File: config.mk
export PLATFORM = sky130hd
export DESIGN_NAME = vend_seq_ctrl
export DESIGN_NICKNAME = d
export VERILOG_FILES = /design/src/rtl/vend_seq_ctrl.sv
export SDC_FILE = /design/constraint.sdc
export NUM_CORES = 1
export LEC_CHECK = 0
export CELL_PAD_IN_SITES_DETAIL_PLACEMENT = 1
export CELL_PAD_IN_SITES_GLOBAL_PLACEMENT = 1
export CORE_ASPECT_RATIO = 1.25
export CORE_UTILIZATION = 40
export CTS_BUF_LIST = sky130_fd_sc_hd__clkbuf_4
export DETAILED_ROUTE_END_ITERATION = 10
export PLACE_DENSITY = 0.93
export SLEW_MARGIN = 30
export SYNTH_ARGS = -nofsm -noshare
export SYNTH_HDL_FRONTEND = slang
export SYNTH_SLANG_ARGS = --single-unit
File: constraint.sdc
create_clock -name clk -period 5.2 [get_ports clk]
set_input_delay 1.04 -clock clk [delete_from_list [all_inputs] [get_ports clk]]
set_output_delay 1.04 -clock clk [all_outputs]
set_load 0.02 [all_outputs]
File: src/rtl/vend_seq_ctrl.sv
// Coin-slot sequencer in front of a vending FSM core: round-robin slot arbitration,
// one-cycle coin issue with spacing, and stock / vend / revenue / change bookkeeping.
module vend_seq_ctrl #(
  parameter int STOCK_W = 8,
  parameter int REV_W   = 16
) (
  input  logic               clk,
  input  logic               rst,
  input  logic               slot0_valid,
  input  logic [1:0]         slot0_coin,
  output logic               slot0_ready,
  input  logic               slot1_valid,
  input  logic [1:0]         slot1_coin,
  output logic               slot1_ready,
  output logic [1:0]         core_in,
  input  logic               core_out,
  input  logic [1:0]         core_change,
  input  logic               stock_load,
  input  logic [STOCK_W-1:0] stock_val,
  output logic               sold_out,
  output logic               reject,
  output logic [STOCK_W-1:0] vend_count,
  output logic [REV_W-1:0]   revenue,
  output logic [REV_W-1:0]   change_total
);
  typedef enum logic [1:0] {IDLE, ISSUE, WAIT} state_t;

  state_t             state, state_nxt;
  logic               prio;       // slot that wins when both are valid
  logic [1:0]         code;
  logic [STOCK_W-1:0] stock, stock_nxt;
  logic               dispensed, changed;
  logic               handshake, grant_sel, legal;
  logic [1:0]         grant_code;
  logic               dispense, change_hit;

  always_comb begin
    state_nxt   = state;
    slot0_ready = 1'b0;
    slot1_ready = 1'b0;
    reject      = 1'b0;
    core_in     = 2'b00;
    handshake   = 1'b0;
    grant_sel   = 1'b0;
    grant_code  = 2'b00;
    legal       = 1'b0;
    case (state)
      IDLE: begin
        // sold_out is held high during reset, which also keeps both readys low
        if (!sold_out && (slot0_valid || slot1_valid)) begin
          handshake   = 1'b1;
          grant_sel   = (slot0_valid && slot1_valid) ? prio : slot1_valid;
          grant_code  = grant_sel ? slot1_coin : slot0_coin;
          legal       = (grant_code == 2'b01) || (grant_code == 2'b10);
          slot0_ready = !grant_sel;
          slot1_ready = grant_sel;
          reject      = !legal;
          if (legal) state_nxt = ISSUE;
        end
      end
      ISSUE: begin
        core_in   = code;
        state_nxt = WAIT;
      end
      WAIT:    state_nxt = IDLE;
      default: state_nxt = IDLE;
    endcase
  end

  // Dispense and change are each credited at most once per transaction
  assign dispense   = (state != IDLE) && core_out && !dispensed;
  assign change_hit = (state != IDLE) && !changed &&
                      ((core_change == 2'b01) || (core_change == 2'b10));

  always_comb begin
    stock_nxt = stock;
    if (state == IDLE && stock_load) stock_nxt = stock_val;
    else if (dispense && stock != '0) stock_nxt = stock - 1'b1;
  end

  always_ff @(posedge clk or posedge rst) begin
    if (rst) begin
      state        <= IDLE;
      code         <= 2'b00;
      prio         <= 1'b0;
      stock        <= '0;
      sold_out     <= 1'b1;
      vend_count   <= '0;
      revenue      <= '0;
      change_total <= '0;
      dispensed    <= 1'b0;
      changed      <= 1'b0;
    end else begin
      state    <= state_nxt;
      stock    <= stock_nxt;
      sold_out <= (stock_nxt == '0);
      if (handshake) begin
        prio      <= ~grant_sel;
        code      <= grant_code;
        dispensed <= 1'b0;
        changed   <= 1'b0;
      end
      if (state == ISSUE)
        revenue <= revenue + ((code == 2'b10) ? REV_W'(10) : REV_W'(5));
      if (dispense) begin
        vend_count <= vend_count + 1'b1;
        dispensed  <= 1'b1;
      end
      if (change_hit) begin
        change_total <= change_total + ((core_change == 2'b10) ? REV_W'(10) : REV_W'(5));
        changed      <= 1'b1;
      end
    end
  end
endmodule
; ---- Word level (Yosys, flattened, before mapping)
; Cells that the tools add are included.
[word_totals]
inputBits = 20
elab_cells = 69
out_inout_bits = 46
reg_bits = 56
[op_classes]
n_mux = 23
addsub = 4
n_reduce_logical = 23
n_bitwise = 1
eq_ne = 8
[op_table]
columns = cell, n
row1 = 16-bit by 4-bit adder with 16-bit output, 2
row2 = 8-bit 2-to-1 mux, 2
row3 = 1-bit 2-to-1 mux, 12
row4 = 2-bit 2-to-1 mux, 6
row5 = "8-bit by 1-bit adder with 8-bit output, second input constant", 1
row6 = 1-bit logical AND, 8
row7 = 8-bit logical NOT, 1
row8 = 4-bit 2-to-1 mux, 2
row9 = 8-bit nonzero test, 1
row10 = "8-bit by 1-bit subtractor with 8-bit output, second input constant", 1
row11 = "2-bit by 1-bit == test with 1-bit output, second input constant", 3
row12 = "2-bit == test, second input constant", 3
row13 = 2-bit nonzero test, 3
row14 = 1-bit logical NOT, 5
row15 = "2-bit != test, second input constant", 2
row16 = 2-bit one-hot mux with 2 select lines, 1
row17 = 1-bit logical OR, 3
row18 = 2-bit logical NOT, 1
row19 = 2-bit AND reduction, 1
row20 = 1-bit NOT, 1

; ---- Logic depth before layout (Yosys ltp)
[logic_depth]
depth_word = 8
ltp_mapped = 12

; ---- Least setup slack after synthesis
; OpenSTA, ideal clock, no wires.
[synth_path]
path_type = input port to output port
startpoint = input slot1_valid
endpoint = output reject
path_buffers = 1
path_slack_ns = 2.189
required_ns = 4.160
cell_stages = 5
t_arrival_ns = 1.971
path_cell_list = nor2_1 nor2_1 nand2_1 clkbuf_1 a311oi_1
[synth_via]
elab_chain_cells = 8
elab_cells_between_ends = 11
[synth_rtl]
columns = element, line
row1 = start: declaration, 12  ; input logic slot1_valid,
row2 = 1-bit logical AND, 52  ; grant_sel = (slot0_valid && slot1_valid) ? prio : slot1_valid;
row3 = 1-bit 2-to-1 mux, 52
row4 = 2-bit 2-to-1 mux, 53  ; grant_code = grant_sel ? slot1_coin : slot0_coin;
row5 = 2-bit by 1-bit == test with 1-bit output / 2-bit == test (equally long branches), 54  ; legal = (grant_code == 2'b01) || (grant_code == 2'b10);
row6 = 1-bit logical OR, 54
row7 = 1-bit logical NOT, 57  ; reject = !legal;
row8 = 1-bit 2-to-1 mux (*), 50  ; if (!sold_out && (slot0_valid || slot1_valid)) begin
row9 = 1-bit 2-to-1 mux (*), 47  ; case (state)
row10 = end: declaration, 21  ; output logic reject,
; Mark *: on every way between the ends. The rest lies on a longest branch, timed or not.

; ---- Worst setup path after layout
; Ends and elaborated chain as after synthesis.

==> results.json <==
{
  "status": "finished, final reports clean",
  "cts_inserted_buffers": 5,
  "skew_ns": 0.0108,
  "synth_fp_nets": 307,
  "ant_nets": 0,
  "crit_start": "slot1_valid",
  "pin_count_of_the_biggest_net_entering_global_routing": 57,
  "timing.slew.headroom_pct": 52.7,
  "die_span_in_x_um": 77.8,
  "cts_num_sinks": 56,
  "timing.critical_path.from_type": "input pin",
  "detail_route.wirelength_um": 6670,
  "floorplan.io_pins": 66,
  "portion_of_the_clock_cycle_consumed_by_the_worst_path_in_the_final_layout_pct": 76.4,
  "final.setup.tns_ns": 0,
  "avgSynthCellArea_um2": 10.5,
  "die-height_um": 96.7,
  "finalSetupViolations": 0,
  "number_of_antenna_violations_at_the_first_check_in_global_routing": 0,
  "number_of_global_route_vias_before_repair": 2421,
  "syn2layout_area_growth_pct": 28.1,
  "report.final.hold_viol_count": 0,
  "static-leakage-power_nw": 1.63,
  "post_placement_cell_count": 426,
  "cts_root_buffer": "clkbuf_4",
  "routed-via-count": 2233,
  "cts-resized-gates": 0,
  "synthesis.instances": 273,
  "fillCellCount": 783,
  "postSynth.topFlopCell": "dfrtp_1",
  "seq_area_frac_synth_pct": 48.9,
  "area_leader_netlist": "dfrtp_1",
  "wire_per_inst_um": 15.4,
  "die_area_mm2": 0.00752,
  "drv_slew": 0,
  "reg2reg_setup_slack_ns": 2.68,
  "met2_usage_pct": 35.4,
  "required_time_worst_endpoint_ns": 4.16,
  "place.detailed.hpwl_um": 5250,
  "yosysWarnings": 0,
  "fp-row-count": 34,
  "drt_iter0_drc": 77,
  "grt_pass1_wl_um": 11600,
  "most-common-layout-cells": "clkdlybuf4s50_1, dfrtp_1, nand2_1",
  "nets": 377,
  "count_of_buffers_from_port_buffering": 65,
  "worst_skew_pair.late_latency_ns": 0.37,
  "mostFrequentLayoutCell": "clkdlybuf4s50_1",
  "mappedNetlistArea_mm2": 0.00287,
  "critPathMaxFanout": 11,
  "cts-root-to-sink-buffers": 2,
  "clk_transition_reported_paths_ns": 0.14,
  "synth.top_cells.by_area": "dfrtp_1, xnor2_1, ha_1",
  "met3_usage_pct": 3.21,
  "rsz_0062_raised_after_global_routing": "no",
  "gp_congestion": 0.825,
  "cts-hold-fix-buffers": 0,
  "number_of_post_cts_setup_repair_buffers": 0,
  "detail_route.drc_violations": 0,
  "initial_utilization_pct": 41.4,
  "synth-edff-count": 0,
  "n_antenna_cell": 0,
  "fmaxAchievable_mhz": 252,
  "power.ir.vdd_worst_mv": 0.227,
  "worst_hold_startpoint": "vend_count[7]",
  "worst_margin_pin_slew_ns": 0.710,
  "standard_cell_core_area_mm2": 0.00693,
  "asyncSetResetFlopFracSynth_pct": 100,
  "critPathKind": "input pin to output port",
  "register_bit_total_from_synthesis": 56,
  "htree_num_levels": 2,
  "critPathCaptureType": "output port",
  "cap_violations": 0,
  "drive_gt1_share_pct": 6.41,
  "route.detailed.vias_per_inst": 5.16,
  "timing.critical_path.arrival_ns": 2.93,
  "power-per-cell-area_mw_per_mm2": 483,
  "grt_use_met1_pct": 23.1,
  "fin_crit_ns": 3.97,
  "fin_cells": 433,
  "r2r_start": "stock[2]",
  "synth_cell_types": 43,
  "yosysTopAreaCellShare_pct": 48.0,
  "min_delay_worst_type": "flop to flop",
  "grt_remaining_overflow": 0,
  "detail_route.first_pass.iterations": 4,
  "grt_use_total_pct": 19.6,
  "busiest_layer": "met2",
  "cts_tree": "done"
}
## state kept, by name (all words and copies together) (netlist names)
signal and count:
prio 1, state 2, changed 1, stock 8, code 2, vend_count 8
sold_out 1, change_total 16, revenue 16, dispensed 1
## critical path, stage by stage
cell             delay (ns)
clkdlybuf4s50_1        0.56
nor2_1                 0.08
nor2_1                 0.10
nand2_1                0.22
a311oi_1               0.28
clkdlybuf4s50_1        0.65
## through the flow
step                      cell area [um2]  worst slack [ns]  power [W]  util [%]  hold slack [ns]
after floorplan                      2870              2.19    0.00126         -            0.455
after global placement               3620              1.31    0.00154      52.3            0.460
after global routing                 3670              1.07    0.00191      53.0            0.519
after CTS                            3670              1.19    0.00180      52.9            0.490
after detailed placement             3620              1.20    0.00161      52.3            0.466
final                                3670              1.23    0.00177      53.0            0.484
## Yosys cell counts (all sizes together), types with 2 or more instances
cell type	instances
fa	2
xnor2	30
inv	16
and2	4
nand2	32
xor2	9
a211oi	3
mux2	4
nand4	5
and4	3
nor3	4
nand2b	2
nor4	2
dfrtp	55
mux2i	5
or4	2
and3	5
a21oi	13
clkbuf	2
nand3	12
o21bai	2
ha	12
a21o	5
o21ai	10
nor2	19
## per-layer routing
layer | wire length (um) | part of all wire (%) | vias up
met1 | 2740 | 41 | 1102
met4 | 131 | 2.0 | 0
met2 | 3610 | 54 | 46
met3 | 193 | 2.9 | 9
met5 | 0 | 0 | -
li1 | - | - | 1076
## layout make-up
cell class                      instances  area [um2]  area share [%]
Timing Repair Buffer                   66         658            17.9
Clock buffer                            5        37.5            1.02
Inverter                               16        60.1            1.63
Multi-Input combinational cell        198        1400            38.0
Sequential cell                        56        1400            38.2
Tap cell                               90         113            3.06
Clock inverter                          2        7.51           0.204
## path summary, 6_finish.rpt
| check | end | cells past startpoint |
|---|---|---|
| max in group asynchronous | stock[0] | 3 |
| hold reg to reg | vend_count[7] | 1 |
| min in group asynchronous | vend_count[4] | 3 |
| hold / removal | vend_count[7] | 1 |
| setup / recovery | reject | 6 |
| setup reg to reg | sold_out | 6 |
## power by group
part	internal, W	switching, W	leakage (nW)
combinational	0.000401	0.000482	0.882
clock	0.0000477	0.000130	0.0261
sequential	0.000566	0.000148	0.718
total	0.00101	0.000759	1.63
## cells by family (layout without fill, tap and decap cells)
| family | after synthesis | in the layout | share of synthesized area, % |
|---|---|---|---|
| AO/OA/AOI/OAI | 38 | 38 | 8.85 |
| XOR/XNOR | 39 | 39 | 11.9 |
| adder cells (fa/ha/maj) | 14 | 14 | 6.63 |
| buffers and inverters | 19 | 89 | 2.62 |
| flip-flops | 56 | 56 | 48.9 |
| multiplexers | 9 | 9 | 3.31 |
| AND/OR/NAND/NOR | 98 | 98 | 17.8 |
Power figures use the tool's default switching activity.
==> RTL change 1, RTL diff (config.mk and constraints unchanged) <==
The 3 states of `state_t` get a one-hot encoding in 3 bits.
--- a/src/rtl/vend_seq_ctrl.sv
+++ b/src/rtl/vend_seq_ctrl.sv
@@ -23,7 +23,7 @@
   output logic [REV_W-1:0]   revenue,
   output logic [REV_W-1:0]   change_total
 );
-  typedef enum logic [1:0] {IDLE, ISSUE, WAIT} state_t;
+  typedef enum logic [2:0] {IDLE = 3'b001, ISSUE = 3'b010, WAIT = 3'b100} state_t;
 
   state_t             state, state_nxt;
   logic               prio;       // slot that wins when both are valid
Behaviour: no difference found for any inputs over 10 cycles, from zero or initial values and one cycle with rst high; not proved beyond that.
==> RTL change 1 against the original RTL <==
Final area increased by 4.8%; worst setup slack improved by 47 ps; wire length increased by 3.1%; clock power increased by 80%; clock skew increased by 8.3 ps; critical path depth unchanged; maximum frequency increased by 1.2%; power increased by 4.3%; combinational power decreased by 5.5%; synthesized area increased by 2.8%; hold slack got worse by 13 ps; first-iteration DRC count decreased by 2.6%; sequential cell count increased by 1; largest cell class is now multi-input gates; largest power group unchanged; highest routed layer unchanged.
==> RTL change 1: results (changes against the original RTL) <==
- First-pass GRT wire length: 11700 µm (was 11600 µm)
- Register area share after synthesis: 48.5% (was 48.9%)
- Slowest stage delay, CP: 610 ps (was 650 ps)
- Via-to-Cell Ratio: 5.12 (was 5.16)
- Ratio of cells with drive above 1 in the final layout: 8.24% (was 6.41%)
- Cells after DPL: 438 (was 426)
- Clk buf depth: 2 (unchanged)
- CTS Buf Count: 9 (was 5)
- Clock Pin Slew Worst Setup and Hold Paths: 90 ps (was 140 ps)
- Post-CTS setup buffers: 0 (unchanged)
- Dpl hpwl: 5250 µm (about the same)
- Final nets: 393 (was 377)
- HP Class: register to register (unchanged)
- Worst vdd ir: 214 µV (was 227 µV)
- Yosys synthesis warning count: 0 (unchanged)
- Async SR Flop Fraction: 100% (unchanged)
- Gate Count Post-Synth: 284 (was 273)
- Largest net degree at the start of global routing: 58 (was 57)
- Max Transition Viols Final: 0 (unchanged)
- Diode count: 0 (unchanged)
- Skew-Pair Late Insertion Delay: 400 ps (was 370 ps)
- Unique masters post-synth: 49 (was 43)
- WL final: 6880 µm (was 6670 µm)
- Worst-Margin Slew: 736 ps (was 710 ps)
- Post-CTS sizing: 0 (unchanged)
- Max Fanout on Critical Path: 6 (was 11)
- Layout fillers: 819 (was 783)
- Critical path's slowest cell: clkdlybuf4s50_1 (unchanged)
- Maximum clock skew at final layout: 19.2 ps (was 10.8 ps)
- Vias in the first global route: 2453 (was 2421)
- Drt pass-1 iters: 4 (unchanged)
- CTS H-tree depth: 3 (was 2)
- Synth top area cells: dfrtp_1 47%, xnor2_1 6.5%, xor2_1 5.6%, ha_1 5.1%, nand2_1 4.6% (was dfrtp_1 48%, xnor2_1 9.2%, ha_1 5.2%, nand2_1 4.2%, xor2_1 2.7%)
- Static Leakage: 1.75 nW (was 1.63 nW)
- Status: finished clean (unchanged)
- Mapped Nets: 318 (was 307)
- Synth top cells by count: 55 x dfrtp_1, 36 x nand2_1, 25 x nor2_1 (was 55 x dfrtp_1, 32 x nand2_1, 30 x xnor2_1)
- IO Port Bufs: 65 (unchanged)
- Final non-filler cell total: 454 (was 433)
- Int Power: 1.10 mW (was 1.01 mW)
- Initial drt markers: 75 (was 77)
- Worst EP arrival: 2880 ps (was 2930 ps)
- Drt drc: 0 (unchanged)
- Routability Congestion: 0.775 (was 0.825)
- Gr usage total: 19.7% (was 19.6%)
==> RTL change 1: cell count changes in the layout (fill, tap and decap cells not counted), moves of 3 or more <==
cell      delta
xor2_1      +10
xnor2_1      -8
clkbuf_4     +7
nor2_1       +6
a21oi_1      -4
nand2_1      +4
o211ai_1     +3
==> RTL change 1: per-stage QoR <==
step / setup slack [ps] / hold WS [ps] / total power [mW] / utilization [%] / cell area (µm²)
final: 1280 / 471 / 1.85 / 54.5 / 3850
after global routing: 1130 / 504 / 1.99 / 54.5 / 3850
after CTS: 1260 / 479 / 1.87 / 54.5 / 3850
after detailed placement: 1290 / 466 / 1.54 / 52.6 / 3720
after global placement: 1380 / 460 / 1.49 / 52.6 / 3720
after floorplan: 2330 / 441 / 1.23 / - / 2950
==> RTL change 1: cell type report <==
type / count / share of cell area, %
multi-input combinational: 209 / 37.7
sequential: 57 / 37.1
timing repair buffer: 67 / 17.3
tap: 90 / 2.92
clock buffer: 12 / 2.34
inverter: 15 / 1.46
clock inverter: 4 / 1.14
==> RTL change 1: kinds of logic after synthesis <==
family | Yosys count | synth area share (%)
DFF | 57 | 48.5
xor gates and xnor gates | 41 | 12.2
and+or+nand+nor | 112 | 20.3
AOI/OAI and AO/OA | 37 | 8.57
buffers and inverters | 18 | 2.29
adders and majority gates | 14 | 6.45
muxes | 5 | 1.78
==> RTL change 1: power groups by stage <==
stage                     sequential [mW]  clock (mW)  combinational (mW)
after floorplan                     0.752           0               0.479
after global placement              0.697           0               0.792
after detailed placement            0.706           0               0.838
after CTS                           0.699       0.328               0.848
after global routing                0.719       0.348               0.922
final                               0.696       0.319               0.834
==> RTL change 1: worst register-to-register path, stage by stage (launching register included) <==
cell and delay, ps:
dfrtp_1 410, inv_1 80, ha_1 210, nor3b_2 190, a211oi_1 550, nand3b_1 190, xor2_1 220, o211ai_1 120
nor4_2 330
==> RTL change 1: worst paths after layout <==
check	startpoint	to	slack (ps)	depth (start not counted)
max in group asynchronous	rst	stock[2]$_DFF_PP0_	3520	3
setup reg to reg	stock[0]$_DFF_PP0_	sold_out$_DFF_PP1_	2820	8
hold / removal	change_total[15]$_DFFE_PP0P_	change_total[15]$_DFFE_PP0P_	470	1
setup / recovery	slot0_valid	reject	1280	6
min in group asynchronous	rst	change_total[11]$_DFFE_PP0P_	1170	3
hold reg to reg	change_total[15]$_DFFE_PP0P_	change_total[15]$_DFFE_PP0P_	470	1
==> RTL change 1: layer usage <==
| metal | global-route usage (%) | wire [µm] | vias up |
|---|---|---|---|
| li1 | - | - | 1129 |
| met1 | 23.2 | 2870 | 1129 |
| met2 | 34.2 | 3630 | 50 |
| met3 | 2.71 | 196 | 15 |
| met4 | 10.4 | 182 | 0 |
| met5 | 0 | 0 | - |
==> RTL change 2, RTL diff (config.mk and constraints unchanged) <==
Without the edit above. The parameter `REV_W` goes from 16 to 24.
--- a/src/rtl/vend_seq_ctrl.sv
+++ b/src/rtl/vend_seq_ctrl.sv
@@ -2,7 +2,7 @@
 // one-cycle coin issue with spacing, and stock / vend / revenue / change bookkeeping.
 module vend_seq_ctrl #(
   parameter int STOCK_W = 8,
-  parameter int REV_W   = 16
+  parameter int REV_W   = 24
 ) (
   input  logic               clk,
   input  logic               rst,
Ports: changed (resized change_total and revenue); port bits go from 66 to 82. The function was not compared with the original's and may differ.
==> RTL change 2 against the original RTL <==
Final cell count rose by 30%; power grew 26%; sequential cell count up 16; wire length is 38% higher; final area is 30% higher; worst setup slack worse by 76 ps; die area is 28% higher; synthesized cell count up 30%; first-iteration DRC count decreased by 39%; combinational power is 9.7% higher; hold slack got worse by 10 ps; synthesized area increased by 29%; maximum frequency decreased by 1.9%.
==> RTL change 2: results (changes against the original RTL) <==
- Status: finished clean (unchanged)
- Worst EP arrival: 3010 ps (was 2930 ps)
- Initial drt markers: 47 (was 77)
- Static Leakage: 2.00 nW (was 1.63 nW)
- Vias: 2972 (was 2233)
- R2r setup slk: 2560 ps (was 2680 ps)
- Switch share: 40.7% (was 42.8%)
- Gr usage total: 21.2% (was 19.6%)
- Mapped Nets: 383 (was 307)
- Synth Area in Adders: 3.05% (was 6.63%)
- CTS H-tree depth: 3 (was 2)
- Unique masters post-synth: 56 (was 43)
- Min Tclk post-route: 4050 ps (was 3970 ps)
- Dpl hpwl: 7010 µm (was 5250 µm)
- Comb_multi_in: 262 (was 198)
- Grt met1 use: 23.9% (was 23.1%)
- Worst vdd ir: 260 µV (was 227 µV)
- Post-synthesis mux area share: 2.07% (was 3.31%)
- #FFs+latches synth: 72 (was 56)
- Reg-to-reg startpoint: code[0]$_DFFE_PP0P_ (was stock[2]$_DFF_PP0_)
- Final non-filler cell total: 564 (was 433)
- WHS: 474 ps (was 484 ps)
- CTS Buf Count: 9 (was 5)
- Power share of the combinational group: 43.2% (was 49.8%)
- Maximum clock skew at final layout: 11.0 ps (was 10.8 ps)
- Compound-Gate Fraction of Synth Area: 9.35% (was 8.85%)
- Met3 track demand over resource: 4.80% (was 3.21%)
- Synth top cells by count: 71 x dfrtp_1, 47 x xnor2_1, 33 x nand2_1 (was 55 x dfrtp_1, 32 x nand2_1, 30 x xnor2_1)
- Sequential share of power: 39.0% (was 40.2%)
- Ratio of cells with drive above 1 in the final layout: 8.11% (was 6.41%)
- Skew-Pair Late Insertion Delay: 420 ps (was 370 ps)
- Worst slack, placed: 1160 ps (was 1200 ps)
- First-pass GRT wire length: 15700 µm (was 11600 µm)
- Multi-input gate area: 1800 µm² (was 1400 µm²)
- Syn Area/Cell: 10.4 µm² (was 10.5 µm²)
- Layout fillers: 1006 (was 783)
- Seq/total area: 37.8% (was 38.2%)
- Clock Pin Slew Worst Setup and Hold Paths: 120 ps (was 140 ps)
- Non-clock buffer count: 82 (was 66)
- XOR/XNOR share of the synthesized area: 14.2% (was 11.9%)
- Largest regs: change_total (24), revenue (24) (was change_total (16), revenue (16))
- Routability Congestion: 0.798 (was 0.825)
- Cells after DPL: 549 (was 426)
- Synth top area cells: dfrtp_1 48%, xnor2_1 11%, nand2_1 3.4%, xor2_1 3.1%, ha_1 3.0% (was dfrtp_1 48%, xnor2_1 9.2%, ha_1 5.2%, nand2_1 4.2%, xor2_1 2.7%)
- Vias in the first global route: 3277 (was 2421)
- Max Fanout on Critical Path: 9 (was 11)
- ClkCell Share: 3.20% (was 1.23%)
- Slew margin rel.: 43.1% (was 52.7%)
- Met2 Routed Length: 5000 µm (was 3610 µm)
- WL final: 9190 µm (was 6670 µm)
## RTL change 2: changes by cell type in the layout (fill, tap and decap cells not counted), sizes merged, moves of 5 or more
cell	unedited run	this run
nor3	4	9
nor2	19	24
and3	5	12
xnor2	30	47
nand3	12	20
o21ai	10	15
clkdlybuf4s50	65	81
dfrtp	55	71
## RTL change 2: worst max path at each step
stage                startpoint  endpoint
floorplan           slot1_valid    reject
global route        slot1_valid    reject
detailed placement  slot1_valid    reject
finish              slot1_valid    reject
global placement    slot1_valid    reject
CTS                 slot1_valid    reject
## RTL change 2: metrics by stage
step	utilization (%)	area, µm²	total power [mW]
5_1_grt	53.9	4770	2.40
3_5_place_dp	52.2	4620	1.85
4_1_cts	53.9	4770	2.27
3_3_place_gp	52.2	4620	1.78
6_report	53.9	4770	2.24
2_1_floorplan	-	3690	1.47
## RTL change 2: logic make-up after synthesis
logic type,after synthesis
compound gates,51
mux,7
simple gates,135
buf+inv,20
flops,72
xor+xnor,60
fa+ha+maj,9
